### src/rtl/iq_dsp_pkg.sv
// Shared widths, FSM encoding and rounding helpers for the I/Q decimation stages.
package iq_dsp_pkg;

    localparam int IN_W     = 22;
    localparam int OUT_W    = 16;
    localparam int MAX_LOG2 = 7;
    localparam int ACC_W    = IN_W + MAX_LOG2;
    localparam int SHIFT_W  = 4;

    typedef enum logic [0:0] {
        ST_IDLE = 1'b0,
        ST_RUN  = 1'b1
    } state_t;

    localparam logic signed [OUT_W-1:0] OUT_MAX = {1'b0, {(OUT_W-1){1'b1}}};
    localparam logic signed [OUT_W-1:0] OUT_MIN = {1'b1, {(OUT_W-1){1'b0}}};
    localparam logic signed [ACC_W:0]   SAT_HI  = (ACC_W+1)'(OUT_MAX);
    localparam logic signed [ACC_W:0]   SAT_LO  = (ACC_W+1)'(OUT_MIN);

    // Round half up, arithmetic shift right, then clamp to the OUT_W range.
    // One guard bit keeps the rounding bias from wrapping a near-full-scale sum.
    function automatic logic signed [OUT_W-1:0] round_sat(
        input logic signed [ACC_W-1:0] sum,
        input logic [SHIFT_W-1:0]      shift
    );
        logic signed [ACC_W:0] biased;
        logic signed [ACC_W:0] r;
        biased = {sum[ACC_W-1], sum} + ((ACC_W+1)'(1) << (shift - SHIFT_W'(1)));
        r      = biased >>> shift;
        if (r > SAT_HI) begin
            return OUT_MAX;
        end else if (r < SAT_LO) begin
            return OUT_MIN;
        end
        return r[OUT_W-1:0];
    endfunction

endpackage

### src/rtl/iq_decim_avg_if.sv
// Sample-in / result-out signal bundle of the I/Q block averager.
interface iq_decim_avg_if;
    import iq_dsp_pkg::*;

    logic                    in_valid;
    logic signed [IN_W-1:0]  i_in;
    logic signed [IN_W-1:0]  q_in;
    logic                    out_valid;
    logic                    out_ready;
    logic signed [OUT_W-1:0] i_out;
    logic signed [OUT_W-1:0] q_out;

    modport master (
        output in_valid, i_in, q_in, out_ready,
        input  out_valid, i_out, q_out
    );

    modport slave (
        input  in_valid, i_in, q_in, out_ready,
        output out_valid, i_out, q_out
    );

endinterface

### src/rtl/iq_round_sat.sv
// Per-channel scaler: block sum -> rounded, saturated OUT_W sample.
module iq_round_sat
    import iq_dsp_pkg::*;
(
    input  logic signed [ACC_W-1:0]   sum,
    input  logic        [SHIFT_W-1:0] shift,
    output logic signed [OUT_W-1:0]   res
);

    assign res = round_sat(sum, shift);

endmodule

### src/rtl/iq_decim_avg.sv
// Accumulate-and-dump averager over 2^k I/Q samples with a one-deep result register.
//
// state   | meaning
// ST_IDLE | stopped; partial sums cleared, pending result kept
// ST_RUN  | accumulating samples, dumping one result per 2^k samples
module iq_decim_avg
    import iq_dsp_pkg::*;
(
    input  logic           clk,
    input  logic           rst,
    input  logic           en,
    input  logic [2:0]     decim_log2,
    iq_decim_avg_if.slave  bus,
    output logic           overflow,
    output logic           busy
);

    state_t                  state;
    state_t                  state_nxt;
    logic [2:0]              k_lat;
    logic [MAX_LOG2-1:0]     count;
    logic [MAX_LOG2-1:0]     count_last;
    logic signed [ACC_W-1:0] acc_i;
    logic signed [ACC_W-1:0] acc_q;
    logic signed [ACC_W-1:0] sum_i;
    logic signed [ACC_W-1:0] sum_q;
    logic [SHIFT_W-1:0]      shift;
    logic signed [OUT_W-1:0] res_i;
    logic signed [OUT_W-1:0] res_q;
    logic                    take;
    logic                    dump;

    assign count_last = MAX_LOG2'(((MAX_LOG2+1)'(1) << k_lat) - (MAX_LOG2+1)'(1));
    assign take       = (state == ST_RUN) && en && bus.in_valid;
    assign dump       = take && (count == count_last);
    assign sum_i      = acc_i + {{MAX_LOG2{bus.i_in[IN_W-1]}}, bus.i_in};
    assign sum_q      = acc_q + {{MAX_LOG2{bus.q_in[IN_W-1]}}, bus.q_in};
    assign shift      = SHIFT_W'(k_lat) + SHIFT_W'(IN_W - OUT_W);
    assign busy       = (state == ST_RUN);

    iq_round_sat u_rs_i (.sum(sum_i), .shift(shift), .res(res_i));
    iq_round_sat u_rs_q (.sum(sum_q), .shift(shift), .res(res_q));

    // State register.
    always_ff @(posedge clk) begin
        if (rst) begin
            state <= ST_IDLE;
        end else begin
            state <= state_nxt;
        end
    end

    // Next-state: en alone moves between idle and running.
    always_comb begin
        state_nxt = state;
        case (state)
            ST_IDLE: if (en)  state_nxt = ST_RUN;
            ST_RUN:  if (!en) state_nxt = ST_IDLE;
            default:          state_nxt = ST_IDLE;
        endcase
    end

    // Accumulators, sample counter and latched exponent; k only changes at block start.
    always_ff @(posedge clk) begin
        if (rst) begin
            k_lat <= '0;
            count <= '0;
            acc_i <= '0;
            acc_q <= '0;
        end else if (state == ST_IDLE) begin
            if (en) begin
                k_lat <= decim_log2;
                count <= '0;
                acc_i <= '0;
                acc_q <= '0;
            end
        end else if (!en) begin
            count <= '0;
            acc_i <= '0;
            acc_q <= '0;
        end else if (dump) begin
            k_lat <= decim_log2;
            count <= '0;
            acc_i <= '0;
            acc_q <= '0;
        end else if (take) begin
            count <= count + MAX_LOG2'(1);
            acc_i <= sum_i;
            acc_q <= sum_q;
        end
    end

    // Output register: a dump loads only if the slot is free or being drained this cycle.
    always_ff @(posedge clk) begin
        if (rst) begin
            bus.out_valid <= 1'b0;
            bus.i_out     <= '0;
            bus.q_out     <= '0;
            overflow      <= 1'b0;
        end else begin
            if (dump && (!bus.out_valid || bus.out_ready)) begin
                bus.out_valid <= 1'b1;
                bus.i_out     <= res_i;
                bus.q_out     <= res_q;
            end else if (bus.out_valid && bus.out_ready) begin
                bus.out_valid <= 1'b0;
            end
            if (dump && bus.out_valid && !bus.out_ready) begin
                overflow <= 1'b1;
            end
        end
    end

endmodule

### src/flat_wrapper.sv
// flat-port wrapper written by rule: the top's interface ports become plain ports
module iq_decim_avg_flat import iq_dsp_pkg::*;
  (clk, rst, en, decim_log2, overflow, busy, bus_in_valid, bus_i_in, bus_q_in, bus_out_ready, bus_out_valid, bus_i_out, bus_q_out);
  iq_decim_avg_if bus_i ();
  input  logic clk;
  input  logic rst;
  input  logic en;
  input  logic [2:0] decim_log2;
  output logic overflow;
  output logic busy;
  input wire logic [$bits(bus_i.in_valid)-1:0] bus_in_valid;
  input wire logic [$bits(bus_i.i_in)-1:0] bus_i_in;
  input wire logic [$bits(bus_i.q_in)-1:0] bus_q_in;
  input wire logic [$bits(bus_i.out_ready)-1:0] bus_out_ready;
  output wire logic [$bits(bus_i.out_valid)-1:0] bus_out_valid;
  output wire logic [$bits(bus_i.i_out)-1:0] bus_i_out;
  output wire logic [$bits(bus_i.q_out)-1:0] bus_q_out;
  assign bus_i.in_valid = bus_in_valid;
  assign bus_i.i_in = bus_i_in;
  assign bus_i.q_in = bus_q_in;
  assign bus_i.out_ready = bus_out_ready;
  assign bus_out_valid = bus_i.out_valid;
  assign bus_i_out = bus_i.i_out;
  assign bus_q_out = bus_i.q_out;
  iq_decim_avg u_core (.clk(clk), .rst(rst), .en(en), .decim_log2(decim_log2), .bus(bus_i), .overflow(overflow), .busy(busy));
endmodule
### config.mk
export PLATFORM = sky130hd
export DESIGN_NAME = iq_decim_avg_flat
export DESIGN_NICKNAME = d
export VERILOG_FILES = /design/src/rtl/iq_dsp_pkg.sv /design/src/rtl/iq_decim_avg_if.sv /design/src/rtl/iq_round_sat.sv /design/src/rtl/iq_decim_avg.sv /design/src/flat_wrapper.sv
export SDC_FILE = /design/constraint.sdc
export NUM_CORES = 1
export LEC_CHECK = 0
export CAP_MARGIN = 15
export CORE_MARGIN = 1.5
export CORE_UTILIZATION = 25
export DETAILED_ROUTE_END_ITERATION = 6
export GPL_TIMING_DRIVEN = 0
export HOLD_SLACK_MARGIN = 0.08
export PLACE_DENSITY = 0.5
export SLEW_MARGIN = 20
export SYNTH_ARGS = -nofsm -noshare
export SYNTH_HDL_FRONTEND = slang
export SYNTH_SLANG_ARGS = --single-unit
### constraint.sdc
create_clock -name clk -period 11.7 [get_ports clk]
set_input_delay 1.755 -clock clk [delete_from_list [all_inputs] [get_ports clk]]
set_output_delay 1.755 -clock clk [all_outputs]
set_load 0.03 [all_outputs]
# Word-level counts from Yosys, hierarchy flattened
# Index checks and enable logic that the tools add are counted.
[word_totals]
regBits = 103
out_inout_bits = 35
elab_cells = 73
[op_classes]
addsub = 8
magnitude_cmp = 4
n_eq_ne = 3
shifts = 4
n_mux = 31
reduce_logical = 14
[ops]
columns = ["op", "count"]
rows = [
  ["$mux W29", 9],
  ["$mux W16", 6],
  ["$add A30 B30 Y30", 2],
  ["$gt A30 B16 Y1 const B", 2],
  ["$lt A30 B16 Y1 const B", 2],
  ["$sshr A30 B4 Y30", 2],
  ["$add A29 B29 Y29", 2],
  ["$mux W7", 5],
  ["$shl A1 B4 Y30 const A", 1],
  ["$mux W3", 4],
  ["$add A7 B1 Y7 const B", 1],
  ["$eq A7 B7 Y1", 1],
  ["$logic_and A1 B1 Y1", 7],
  ["$mux W1", 7],
  ["$shl A1 B3 Y7 const A", 1],
  ["$sub A7 B2 Y7 const B", 1],
  ["$add A3 B3 Y4 const B", 1],
  ["$ne A4 B4 Y1 const B", 1],
  ["$reduce_and A2 Y1", 2],
  ["$reduce_bool A2 Y1", 2],
  ["$sub A4 B1 Y4 const B", 1],
  ["$logic_not A1 Y1", 2],
  ["$ne A2 B2 Y1 const B", 1],
  ["$logic_or A1 B1 Y1", 1],
]

# Logic depth before layout (Yosys ltp)
[logic_depth]
depth_word = 9
mapped_depth = 30

# Hierarchy
# From an unflattened synthesis, not the netlist that was laid out.
[unflattened]
cells_unflattened = 1930
hier_area_um2 = 14482.6
[by_module_without_submodules]
columns = ["mod", "n_inst", "cells_each", "area_per_inst_um2", "seq_area_each_um2"]
rows = [
  ["iq_decim_avg", 1, 786, 6746.5, 2062.0],
  ["iq_round_sat at u_core.u_rs_q", 1, 596, 3943.8, 0.0],
  ["iq_round_sat at u_core.u_rs_i", 1, 548, 3792.4, 0.0],
]

# Worst setup path after synthesis
# No wires, ideal clock.
[synth_timing]
path_kind = "register to register"
from = "reg u_core.k_lat[1]"
to = "reg u_core.bus.i_out[10]"
arrival_time_ns = 7.440
required_time_ns = 11.555
path_slack_ns = 4.116
path_stages_with_launch = 29
path_buffers = 9
path_cell_list = "dfxtp_1 -> clkinv_1 -> clkbuf_1 -> clkbuf_1 -> clkbuf_1 -> buf_1 -> ha_1 -> clkbuf_1 -> inv_1 -> clkbuf_1 -> buf_1 -> clkbuf_1 -> ha_1 -> nor2b_1 -> ha_1 -> o21ai_0 -> o211ai_1 -> nand2_1 -> o21ai_0 -> o211a_1 -> or4b_4 -> o211ai_1 -> nand4b_4 -> o2bb2ai_1 -> mux4_2 -> or3b_4 -> o41ai_4 -> buf_6 -> a211oi_2"
[synth_between]
elab_chain_cells = 9
elab_cells_between_ends = 16
classes_between = "add/sub (4); order compare (2); eq/ne (1); shift (3); mux (4); reduce/logical (2)"
[synth_lines]
columns = ["element", "line", "rtl"]
rows = [
  ["from (decl)", "iq_decim_avg.sv:20", "logic [2:0] k_lat;"],
  ["from (signal assigned)", "iq_decim_avg.sv:72", "k_lat <= decim_log2;"],
  ["from (signal assigned)", "iq_decim_avg.sv:82", "k_lat <= decim_log2;"],
  ["$add A3 B3 Y4", "iq_decim_avg.sv:38", "assign shift = SHIFT_W'(k_lat) + SHIFT_W'(IN_W - OUT_W);"],
  ["$sub A4 B1 Y4", "iq_dsp_pkg.sv:28", "biased = {sum[ACC_W-1], sum} + ((ACC_W+1)'(1) << (shift - SHIFT_W'(1)));"],
  ["$shl A1 B4 Y30", "iq_dsp_pkg.sv:28", ""],
  ["$add A30 B30 Y30", "iq_dsp_pkg.sv:28", ""],
  ["$sshr A30 B4 Y30", "iq_dsp_pkg.sv:29", "r = biased >>> shift;"],
  ["$lt A30 B16 Y1", "iq_dsp_pkg.sv:32", "end else if (r < SAT_LO) begin"],
  ["$mux W1", "iq_dsp_pkg.sv:32", ""],
  ["$mux W1", "iq_dsp_pkg.sv:30", "if (r > SAT_HI) begin"],
  ["$mux W16", "iq_dsp_pkg.sv:35", "return r[OUT_W-1:0];"],
  ["to (signal assigned)", "iq_decim_avg.sv:103", "bus.i_out <= res_i;"],
  ["to (decl)", "iq_decim_avg_if.sv:20", "output out_valid, i_out, q_out"],
]
# Several ways; a longest one is shown, not always the timed one.
# A chain may end at the register's enable or synchronous reset.

# Worst setup path in the final report
# Ends and elaborated chain as after synthesis.

==> run_results.csv <==
group,metric,value,unit
status,status,"completed",
clock_network,h-tree-depth,3,
final_layout,fin_area,15700,sq um
pwr,power_density,88.1,nW/um^2
sta,finalHoldViolCount,0,
grt,grt.total_usage,0.199,
floorplan,dieArea,56200,sq um
logic_synthesis,syn_area_per_cell,7.50,sq um
floorplan,fp.dieH,237,microns
hold_path,min-delay-path-class,"reg -> reg",
job,cap_viol_max_count,0,
grt,grt_pass1_wl,86300,microns
detailed_routing,first_pass_iters,5,
sta,finalCritPeriodShare,0.933,
critical_path,slowest_stage,"buf_1",
sta,fin_skew,0.0186,ns
critical_path,cp_top_family,"buffers and inverters",
final_layout,drive_above_1_share,0.0726,
grt,overflow,0,
floorplan,placementRows,85,
detailed_routing,highest_layer,"met4",
detailed_routing,drtAntennaViolNets,0,
clock_network,ctsResizeCount,0,
placement,dp.final_hpwl,46800,microns
floorplan,initial_core_util,0.254,
logic_synthesis,synth_cell_type_count,114,
logic_synthesis,async_reset_ff_frac,0,
grt,grt_pass1_vias,14000,
detailed_routing,drtIter0Drc,1199,
detailed_routing,routed-via-count,14900,
logic_synthesis,synth_nets,1980,
critical_path,reg2regPathDepth,29,
placement,gp_congestion,0.999,
logic_synthesis,yosysSeqAreaShare,0.150,
detailed_routing,m1WireLength,27300,microns
pwr,power.static_leakage,6.21,nW
logic_synthesis,yosys_warnings,0,
critical_path,crit_type,"reg -> reg",
clock_network,hold_buffers,0,
clock_network,path_clk_slew,0.09,ns
sta,tightest_slew,1.00,ns
sta,min_period,10.91,ns
logic_synthesis,ys_top_cells_by_area,"dfxtp_1 (15%), ha_1 (8.8%), nor2_1 (5.8%)",
clock_network,clock_latency,0.41,ns
clock_network,clock-root-buffer,"clkbuf_16",
final_layout,area_delta_synth_final,14.6,%
logic_synthesis,synth.top_cell.area_share,0.150,
detailed_routing,totalWireLength,56800,microns
critical_path,crit_path_start_kind,"flip-flop",
critical_path,crit_buf_inv,11,
logic_synthesis,synth-seq-cells,103,
logic_synthesis,synth-edff-count,0,
floorplan,io_pins,87,
clock_network,clockBufferDepth,2,
sta,slew_headroom,0.332,
clock_network,cts.sinks,103,
final_layout,num-nets-final,2076,
clock_network,cts_tree,"done",
clock_network,post_cts_buffers,0,
critical_path,max_stage_delay,0.65,ns
placement,placed_cell_area,15400,sq um
detailed_routing,avgViaCountPerCell,5.67,
final_layout,layout.cells.non_filler,2625,
logic_synthesis,yosys.area.top_type,"dfxtp_1",
detailed_routing,wl_met3,2940,microns
grt,grt_max_degree,19,
placement,io_buffers,85,
detailed_routing,routed-wl-met2,25600,microns
sta,final-setup-viol-count,0,
floorplan,die_w,237,microns
pwr,ir_drop,0.0922,mV
critical_path,path_max_fanout,11,
sta,rsz0062_at_grt,"no",
sta,tns,0,ns
sta,clock.fmax,0.0916,GHz
logic_synthesis,netlist_instances,1828,
grt,antenna_found_initial,0,
critical_path,cp.depth,29,
clock_network,cts_buffers,9,
floorplan,fp.coreArea,54000,sq um
final_layout,antenna_cells,0,
logic_synthesis,ys.flop_type,"dfxtp_1",
detailed_routing,wire_per_inst,21.6,microns
critical_path,worst_path_most_repeated_cell,"clkbuf_1",
critical_path,cp_data_arrival_time,11.17,ns
placement,placed_cells,2609,
critical_path,critical_path.endpoint_type,"flip-flop",
sta,slew_violations,0,
logic_synthesis,synthesis.area,13700,sq um
critical_path,cp.required,11.96,ns
detailed_routing,drc,0,
hold_path,worstHoldPathCells,2,
## area by class of cell
type                       count  area [sq um]
buffer                       114           497
sequential                   103          2060
clock buffer                   9           225
inverter                      30           113
tap                          696           871
fill                        5868         38300
multi-input combinational   1581         11000
timing repair buffer          85           851
clock inverter                 7          55.1
## metrics by stage
stage                util  setup WS (ns)  hold WS, ns  power [W]
global route        0.291         0.0730        0.484    0.00146
global placement    0.286          0.901        0.448    0.00106
finish              0.291          0.785        0.464    0.00138
detailed placement  0.286           1.01        0.455    0.00106
floorplan               -           4.12        0.440   0.000836
CTS                 0.291          0.928        0.467    0.00138
## cell families (layout without fill, tap and decap cells)
logic type / Yosys count / in the layout / synth area share
buf+inv: 144 / 245 / 0.0444
compound gates: 664 / 664 / 0.347
mux: 91 / 91 / 0.0787
simple gates: 640 / 640 / 0.230
flops: 103 / 103 / 0.150
fa+ha+maj: 100 / 100 / 0.0935
xor+xnor: 86 / 86 / 0.0555
## flip-flops by register name, indices dropped and copies added, names as in the netlist
register	flops
u_core.acc_i	29
u_core.acc_q	29
u_core.bus.i_out	16
u_core.bus.q_out	16
u_core.count	7
u_core.k_lat	3
u_core.bus.out_valid	1
u_core.busy	1
u_core.overflow	1
## cells in the final DEF (no fill, tap or decap), drive strengths merged, types with 30 or more instances in the layout
cell type,netlist,routed
ha,96,96
xnor2,49,49
clkbuf,74,83
nand3,37,37
nand2,184,184
mux2i,65,65
inv,27,30
a22oi,53,53
clkdlybuf4s50,0,85
a21oi,142,142
a21o,50,50
xor2,37,37
nor3,37,37
dfxtp,103,103
buf,40,40
nand4,37,37
nor2,212,212
a211oi,57,57
o211ai,34,34
o21ai,118,118
## final timing paths
| check | slack [ns] | end | start |
|---|---|---|---|
| min | 0.46 | u_core.acc_q[3] | u_core.acc_q[3] |
| max reg2reg | 0.79 | u_core.bus.i_out[10] | u_core.k_lat[1] |
| max | 0.79 | u_core.bus.i_out[10] | u_core.k_lat[1] |
| min reg2reg | 0.46 | u_core.acc_q[3] | u_core.acc_q[3] |
## cells in the mapped netlist (7+ instances only)
| library cell | n |
|---|---|
| a311oi_1 | 8 |
| a22oi_1 | 53 |
| nor2_1 | 212 |
| o21bai_1 | 14 |
| a31oi_1 | 16 |
| a22o_1 | 9 |
| o22ai_1 | 7 |
| a2111oi_0 | 7 |
| o21ai_0 | 87 |
| nand4_1 | 34 |
| o21ai_1 | 29 |
| nor3_1 | 35 |
| o31ai_1 | 8 |
| o211a_1 | 8 |
| xnor2_1 | 49 |
| xor2_1 | 36 |
| and4_1 | 9 |
| o2111ai_1 | 12 |
| nor2b_1 | 14 |
| o21a_1 | 17 |
| buf_1 | 12 |
| clkbuf_1 | 74 |
| nand3_1 | 36 |
| mux2i_1 | 65 |
| inv_1 | 27 |
| nand2_1 | 183 |
| a21o_1 | 50 |
| dfxtp_1 | 103 |
| or3_1 | 13 |
| o211ai_1 | 33 |
| a21oi_1 | 140 |
| a21boi_0 | 7 |
| and2_1 | 18 |
| and3_1 | 17 |
| buf_2 | 21 |
| a211o_1 | 11 |
| nor4_1 | 17 |
| a211oi_1 | 43 |
| ha_1 | 96 |
| a211oi_2 | 13 |
| nand2b_1 | 12 |
| mux2_2 | 14 |
| mux4_2 | 12 |
## worst reg2reg max path: cells and delay by family (launching register included)
kind	cells	cell delay (ns)
buffers and inverters	11	5.10
AND/OR/NAND/NOR	7	2.15
AO/OA/AOI/OAI	7	1.91
adder cells (fa/ha/maj)	3	0.91
flip-flops	1	0.44
XOR/XNOR	1	0.27
## per-layer routing
layer  up-vias  global-route usage
met5         -                   0
met4         0              0.0471
met3        62              0.0250
met2       481               0.323
met1      7169               0.279
li1       7170                   -
## power by group
group	switching [W]	total [W]	internal, W	leakage [nW]
Sequential	0.00000599	0.000364	0.000358	0.833
Clock	0.000169	0.000316	0.000147	0.138
Combinational	0.000460	0.000705	0.000245	5.24
Total	0.000635	0.00138	0.000750	6.21
Power figures use the tool's default switching activity.
==> RTL edit 1: new RTL, same flow settings <==
`SHIFT_W`: 4 -> 5.
--- a/src/rtl/iq_dsp_pkg.sv
+++ b/src/rtl/iq_dsp_pkg.sv
@@ -5,7 +5,7 @@
     localparam int OUT_W    = 16;
     localparam int MAX_LOG2 = 7;
     localparam int ACC_W    = IN_W + MAX_LOG2;
-    localparam int SHIFT_W  = 4;
+    localparam int SHIFT_W  = 5;
 
     typedef enum logic [0:0] {
         ST_IDLE = 1'b0,
Check against the original RTL: equivalent (equiv_simple and equiv_induct, registers matched by name and starting in step).
==> RTL edit 1 against the original RTL <==
Worst setup slack got worse by 0.31 ns; synthesized area down 1.2%; sequential cell count did not move; power is 9.9% higher; count of clock-buffer cells in the layout increased by 3; final area is 0.38% lower; critical path depth unchanged; die area is 1.2% lower; wire length down 6.5%; critical path type unchanged; largest power group unchanged.
==> RTL edit 1: results (changes against the original RTL) <==
Yosys
  – Largest cells by area after synthesis: dfxtp_1 (15%), ha_1 (11%), nor2_1 (6.3%)
  – Synth top cells by count: nor2_1 (226), nand2_1 (163), a21oi_1 (135)
  – Sequential-to-total area share from yosys stat: 15.2% (+0.18 points)
  – Synth Area in Compound Gates: 33.1% (-1.6 points)
  – Mux cell area share after synthesis: 7.38% (-0.49 points)
  – Synth cell types: 100 (-12%)
  – Synth Area in XOR/XNOR: 6.92% (+1.4 points)
  – Adder-Cell Fraction of Synth Area: 11.6% (+2.2 points)

Routing
  – Number of vias per cell: 5.51 (-2.9%)
  – Met2 WL: 22.6 mm (-12%)
  – Detailed Routing Iterations Pass 1: 6 (+1)
  – Met3 routed WL: 3.37 mm (+15%)
  – WL final: 53.1 mm (-6.5%)
  – 1st-iter DRT viols: 1223 (+2.0%)

Critical path
  – Kind of critical path: reg2reg
  – WP data arrival: 11.48 ns (+0.31 ns)
  – R2r endpoint: u_core.bus.q_out[10]$_SDFFE_PP0P_
  – Slowest stage cell, crit path: or4_1
  – Crit-path max cell delay: 0.69 ns (+0.04 ns)

STA
  – Hold_ws: 0.462 ns (-0.00181 ns)
  – Clock skew: 0.0142 ns (-0.00438 ns)
  – Final setup margin: 0.480 ns (-0.306 ns)
  – Worst Tran Pin Value: 1.12 ns (+0.119 ns)

Placement
  – Setup WS pre-CTS: 0.708 ns (-0.300 ns)
  – DP HPWL: 43.2 mm (-7.5%)
  – RePlAce Congestion: 1.02 (+1.7%)
  – Placed instance area: 15400 um2 (-0.50%)
  – Buffers on Ports: 85 (unchanged)

Layout
  – Layout cells sized above 1: 5.21% (-2.0 points)
  – Nets: 2108 (+1.5%)

Pwr
  – VDD IR max: 83.1 uV (-9.9%)
  – Pleak: 6.23 nW (+0.40%)

Worst hold path
  – Min-Delay Startpoint: u_core.acc_i[2]$_SDFFE_PP0P_
  – Hold Path Sink: u_core.acc_i[2]$_SDFFE_PP0P_

Global routing
  – First-pass GRT wire length: 82.1 mm (-4.8%)
  – Largest net degree at the start of global routing: 17 (-2)
  – Number of global-route vias before repair: 13900 (-0.70%)
  – Antenna violations before repair: 1 (+1)
  – Total global-route track usage: 18.9% (-1.0 points)

Outcome
  – Status: completed
## RTL edit 1: cell count changes after synthesis, moves of 13 or more
cell	change
buf_1	+14
nor2_1	+14
nand2_1	-20
o21ai_1	-17
xnor2_1	+23
ha_1	+23
a211oi_1	-15
buf_2	-13
o311ai_0	+18
nand4_1	-18
## RTL edit 1: cell families after synthesis
kind of cell	after synthesis
simple gates	629
buf+inv	140
mux	84
fa+ha+maj	123
flops	103
other cells	1
compound gates	627
xor+xnor	107
## RTL edit 1: where the power goes
group	total [mW]	internal, mW	switching [mW]
clock	0.318	0.162	0.156
combinational	0.841	0.295	0.546
sequential	0.363	0.358	0.00550
total	1.52	0.815	0.707
## RTL edit 1: area by class of cell
type / count / area, um2
clock buffer: 12 / 267
clock inverter: 4 / 27.5
multi-input combinational: 1594 / 11000
antenna: 1 / 2.50
timing repair buffer: 85 / 851
inverter: 36 / 135
fill: 5869 / 38100
tap: 696 / 871
buffer: 104 / 413
sequential: 103 / 2060
## RTL edit 1: worst max-delay path: cells and delay by family, from the launching register on
family | cells | cell delay (ns)
fa+ha+maj | 2 | 0.62
mux | 1 | 0.33
flops | 1 | 0.37
simple gates | 4 | 1.64
buf+inv | 13 | 5.69
compound gates | 9 | 2.37
## RTL edit 1: timing repair
item	CTS	global route
endpoints found under the hold margin	0	0
setup endpoints to repair	0	14
hold buffers	0	0
gates resized for setup	0	2
setup buffers	0	0
## RTL edit 1: metrics by stage
step	std cells	power [mW]
2_1_floorplan	1837	0.936
3_3_place_gp	2618	1.18
3_5_place_dp	2618	1.18
4_1_cts	2634	1.51
5_1_grt	2634	1.61
6_report	2635	1.52
## RTL edit 1: per-layer routing
layer / track usage [%] / up-vias
li1: - / 7089
met1: 26.4 / 6911
met2: 29.0 / 458
met3: 3.46 / 54
met4: 6.24 / 0
met5: 0 / -
==> RTL edit 2: new RTL, same settings <==
Made on the original files. Make the reset (`rst`) asynchronous in 3 clocked blocks.
--- a/src/rtl/iq_decim_avg.sv
+++ b/src/rtl/iq_decim_avg.sv
@@ -42,7 +42,7 @@
     iq_round_sat u_rs_q (.sum(sum_q), .shift(shift), .res(res_q));
 
     // State register.
-    always_ff @(posedge clk) begin
+    always_ff @(posedge clk or posedge rst) begin
         if (rst) begin
             state <= ST_IDLE;
         end else begin
@@ -61,7 +61,7 @@
     end
 
     // Accumulators, sample counter and latched exponent; k only changes at block start.
-    always_ff @(posedge clk) begin
+    always_ff @(posedge clk or posedge rst) begin
         if (rst) begin
             k_lat <= '0;
             count <= '0;
@@ -91,7 +91,7 @@
     end
 
     // Output register: a dump loads only if the slot is free or being drained this cycle.
-    always_ff @(posedge clk) begin
+    always_ff @(posedge clk or posedge rst) begin
         if (rst) begin
             bus.out_valid <= 1'b0;
             bus.i_out     <= '0;
Check against the original RTL: differs if rst is asserted again (counterexample within 4 cycles, from zero or initial values and one cycle with rst high); with rst held inactive, the same outputs for 4 cycles.
==> RTL edit 2 against the original RTL <==
Final area shrank 3.8%; via count is 7.2% lower; synthesized area down 4.9%; wire length shrank 11%; cell count down 5.3%; largest cell class unchanged; sequential cell count is the same; non-clock buffer count is 16 lower; highest routed layer unchanged; power increased by 48%; worst setup slack lost 0.090 ns.
==> RTL edit 2: results (changes against the original RTL) <==
Outcome
  – Status: completed

Floorplanning
  – Horiz. Die Dim: 231 um (-2.5%)
  – Initial Utilization: 25.4% (about the same)

STA
  – Clock skew: 0.0119 ns (-0.00670 ns)
  – Worst Tran Pin Value: 1.05 ns (+0.0470 ns)

Yosys
  – Mapped Cells: 1704 (-6.8%)
  – Top_reg_cell synth: dfrtp_1
  – Adder-Cell Fraction of Synth Area: 9.64% (+0.29 points)
  – Mux cell area share after synthesis: 7.31% (-0.55 points)
  – Synth Area in Compound Gates: 31.5% (-3.2 points)
  – Synth top cells by count: nand2_1 (189), nor2_1 (156), a21oi_1 (146)
  – Largest cells by area after synthesis: dfrtp_1 (20%), ha_1 (9.0%), a21oi_1 (5.6%)
  – Number of synthesized register bits: 103 (unchanged)
  – Synth Area in XOR/XNOR: 6.85% (+1.3 points)
  – Post-synthesis async set-or-reset flop share: 100% (+100 points)
  – Sequential-to-total area share from yosys stat: 19.8% (+4.7 points)
  – Synth cell types: 88 (-23%)
  – Syn_nets: 1854 (-6.4%)
  – Count leader, synth: nand2_1

Layout
  – Nets: 1952 (-6.0%)
  – Number of non-clock buffers: 183 (-8.0%)
  – Comb_multi_in: 1476 (-6.6%)
  – Multi-input combinational area share: 66.0% (-4.2 points)
  – Fill cells: 5647 (-3.8%)
  – Final non-clock buffer share: 8.60% (+0.025 points)
  – Reg area: 2580 um2 (+25%)
  – Layout cells sized above 1: 5.87% (-1.4 points)
  – P&R area growth vs syn: 15.9%
  – Inverters: 29 (-3.3%)
  – Clock buffer count: 10 (+1)
  – Final clock-cell share: 1.93% (+0.15 points)

Worst hold path
  – Hold Path Class: reg2reg

Global routing
  – Largest net degree at the start of global routing: 62 (+43)
  – Number of global-route vias before repair: 13500 (-3.5%)
  – Total global-route track usage: 18.8% (-1.1 points)
  – Antenna violations before repair: 0 (unchanged)
  – First-pass GRT wire length: 78.3 mm (-9.2%)

Placement
  – DP HPWL: 40.6 mm (-13%)
  – Placed instance area: 14800 um2 (-4.1%)
  – Setup WS pre-CTS: -1.03 ns (-2.04 ns)
  – RePlAce Congestion: 0.964 (-3.5%)
  – Buffers on Ports: 86 (+1.2%)

Pwr
  – Combinational Power Share: 64.6% (+14 points)
  – Pleak: 6.31 nW (+1.7%)
  – Int Power: 1.02 mW (+35%)
  – VDD IR max: 65.5 uV (-29%)

Critical path
  – Slowest stage cell, crit path: a21boi_0
  – Crit path max-delay family: buffers and inverters
  – WP data arrival: 11.34 ns (+0.17 ns)
  – CP max FO: 18 (+7)
  – Crit-path max cell delay: 0.78 ns (+0.13 ns)

Routing
  – Number of vias per cell: 5.55 (-2.1%)
  – DRC: 0 (unchanged)
  – 1st-iter DRT viols: 1110 (-7.4%)
  – WL final: 50.3 mm (-11%)
  – Detailed Routing Iterations Pass 1: 5 (unchanged)
  – WL per Instance: 20.2 um (-6.5%)
[RTL edit 2: cell count changes in the layout (fill, tap and decap cells not counted), moves of 19 or more]
cell / delta
o21ai_0: +46
nor2_1: -56
a22o_1: +35
dfrtp_1: +103
a21o_1: -19
a22oi_1: -43
o21ai_1: -24
dfxtp_1: -103
[RTL edit 2: repair_timing]
item,4_1_cts,5_1_grt
resized for setup,4,7
hold buffers,0,0
setup endpoints to repair,30,30
[RTL edit 2: power by group through the flow]
stage | clock network, mW | logic, mW | registers (mW)
after global routing | 0.344 | 1.43 | 0.416
final | 0.317 | 1.33 | 0.411
after floorplan | 0 | 0.863 | 0.448
after global placement | 0 | 1.29 | 0.418
after CTS | 0.332 | 1.30 | 0.411
after detailed placement | 0 | 1.30 | 0.418
[RTL edit 2: worst paths after layout]
kind,end,cells past startpoint,from,slack (ns)
setup / recovery,u_core.bus.q_out[5]$_DFFE_PP0P_,30,u_core.k_lat[1]$_DFFE_PP0P_,0.70
hold / removal,u_core.acc_q[25]$_DFFE_PP0P_,2,u_core.acc_q[25]$_DFFE_PP0P_,0.49
setup reg to reg,u_core.bus.q_out[5]$_DFFE_PP0P_,30,u_core.k_lat[1]$_DFFE_PP0P_,0.70
hold reg to reg,u_core.acc_q[25]$_DFFE_PP0P_,2,u_core.acc_q[25]$_DFFE_PP0P_,0.49
max in group asynchronous,u_core.acc_q[16]$_DFFE_PP0P_,3,rst,9.28
min in group asynchronous,u_core.acc_i[20]$_DFFE_PP0P_,2,rst,1.76
[RTL edit 2: per-layer routing]
layer	track usage, %	vias up	wire length, um
met5	0	-	0
met3	2.81	67	2130
met1	24.5	6758	23000
met2	31.7	347	23800
met4	5.94	0	1310
li1	-	6632	-
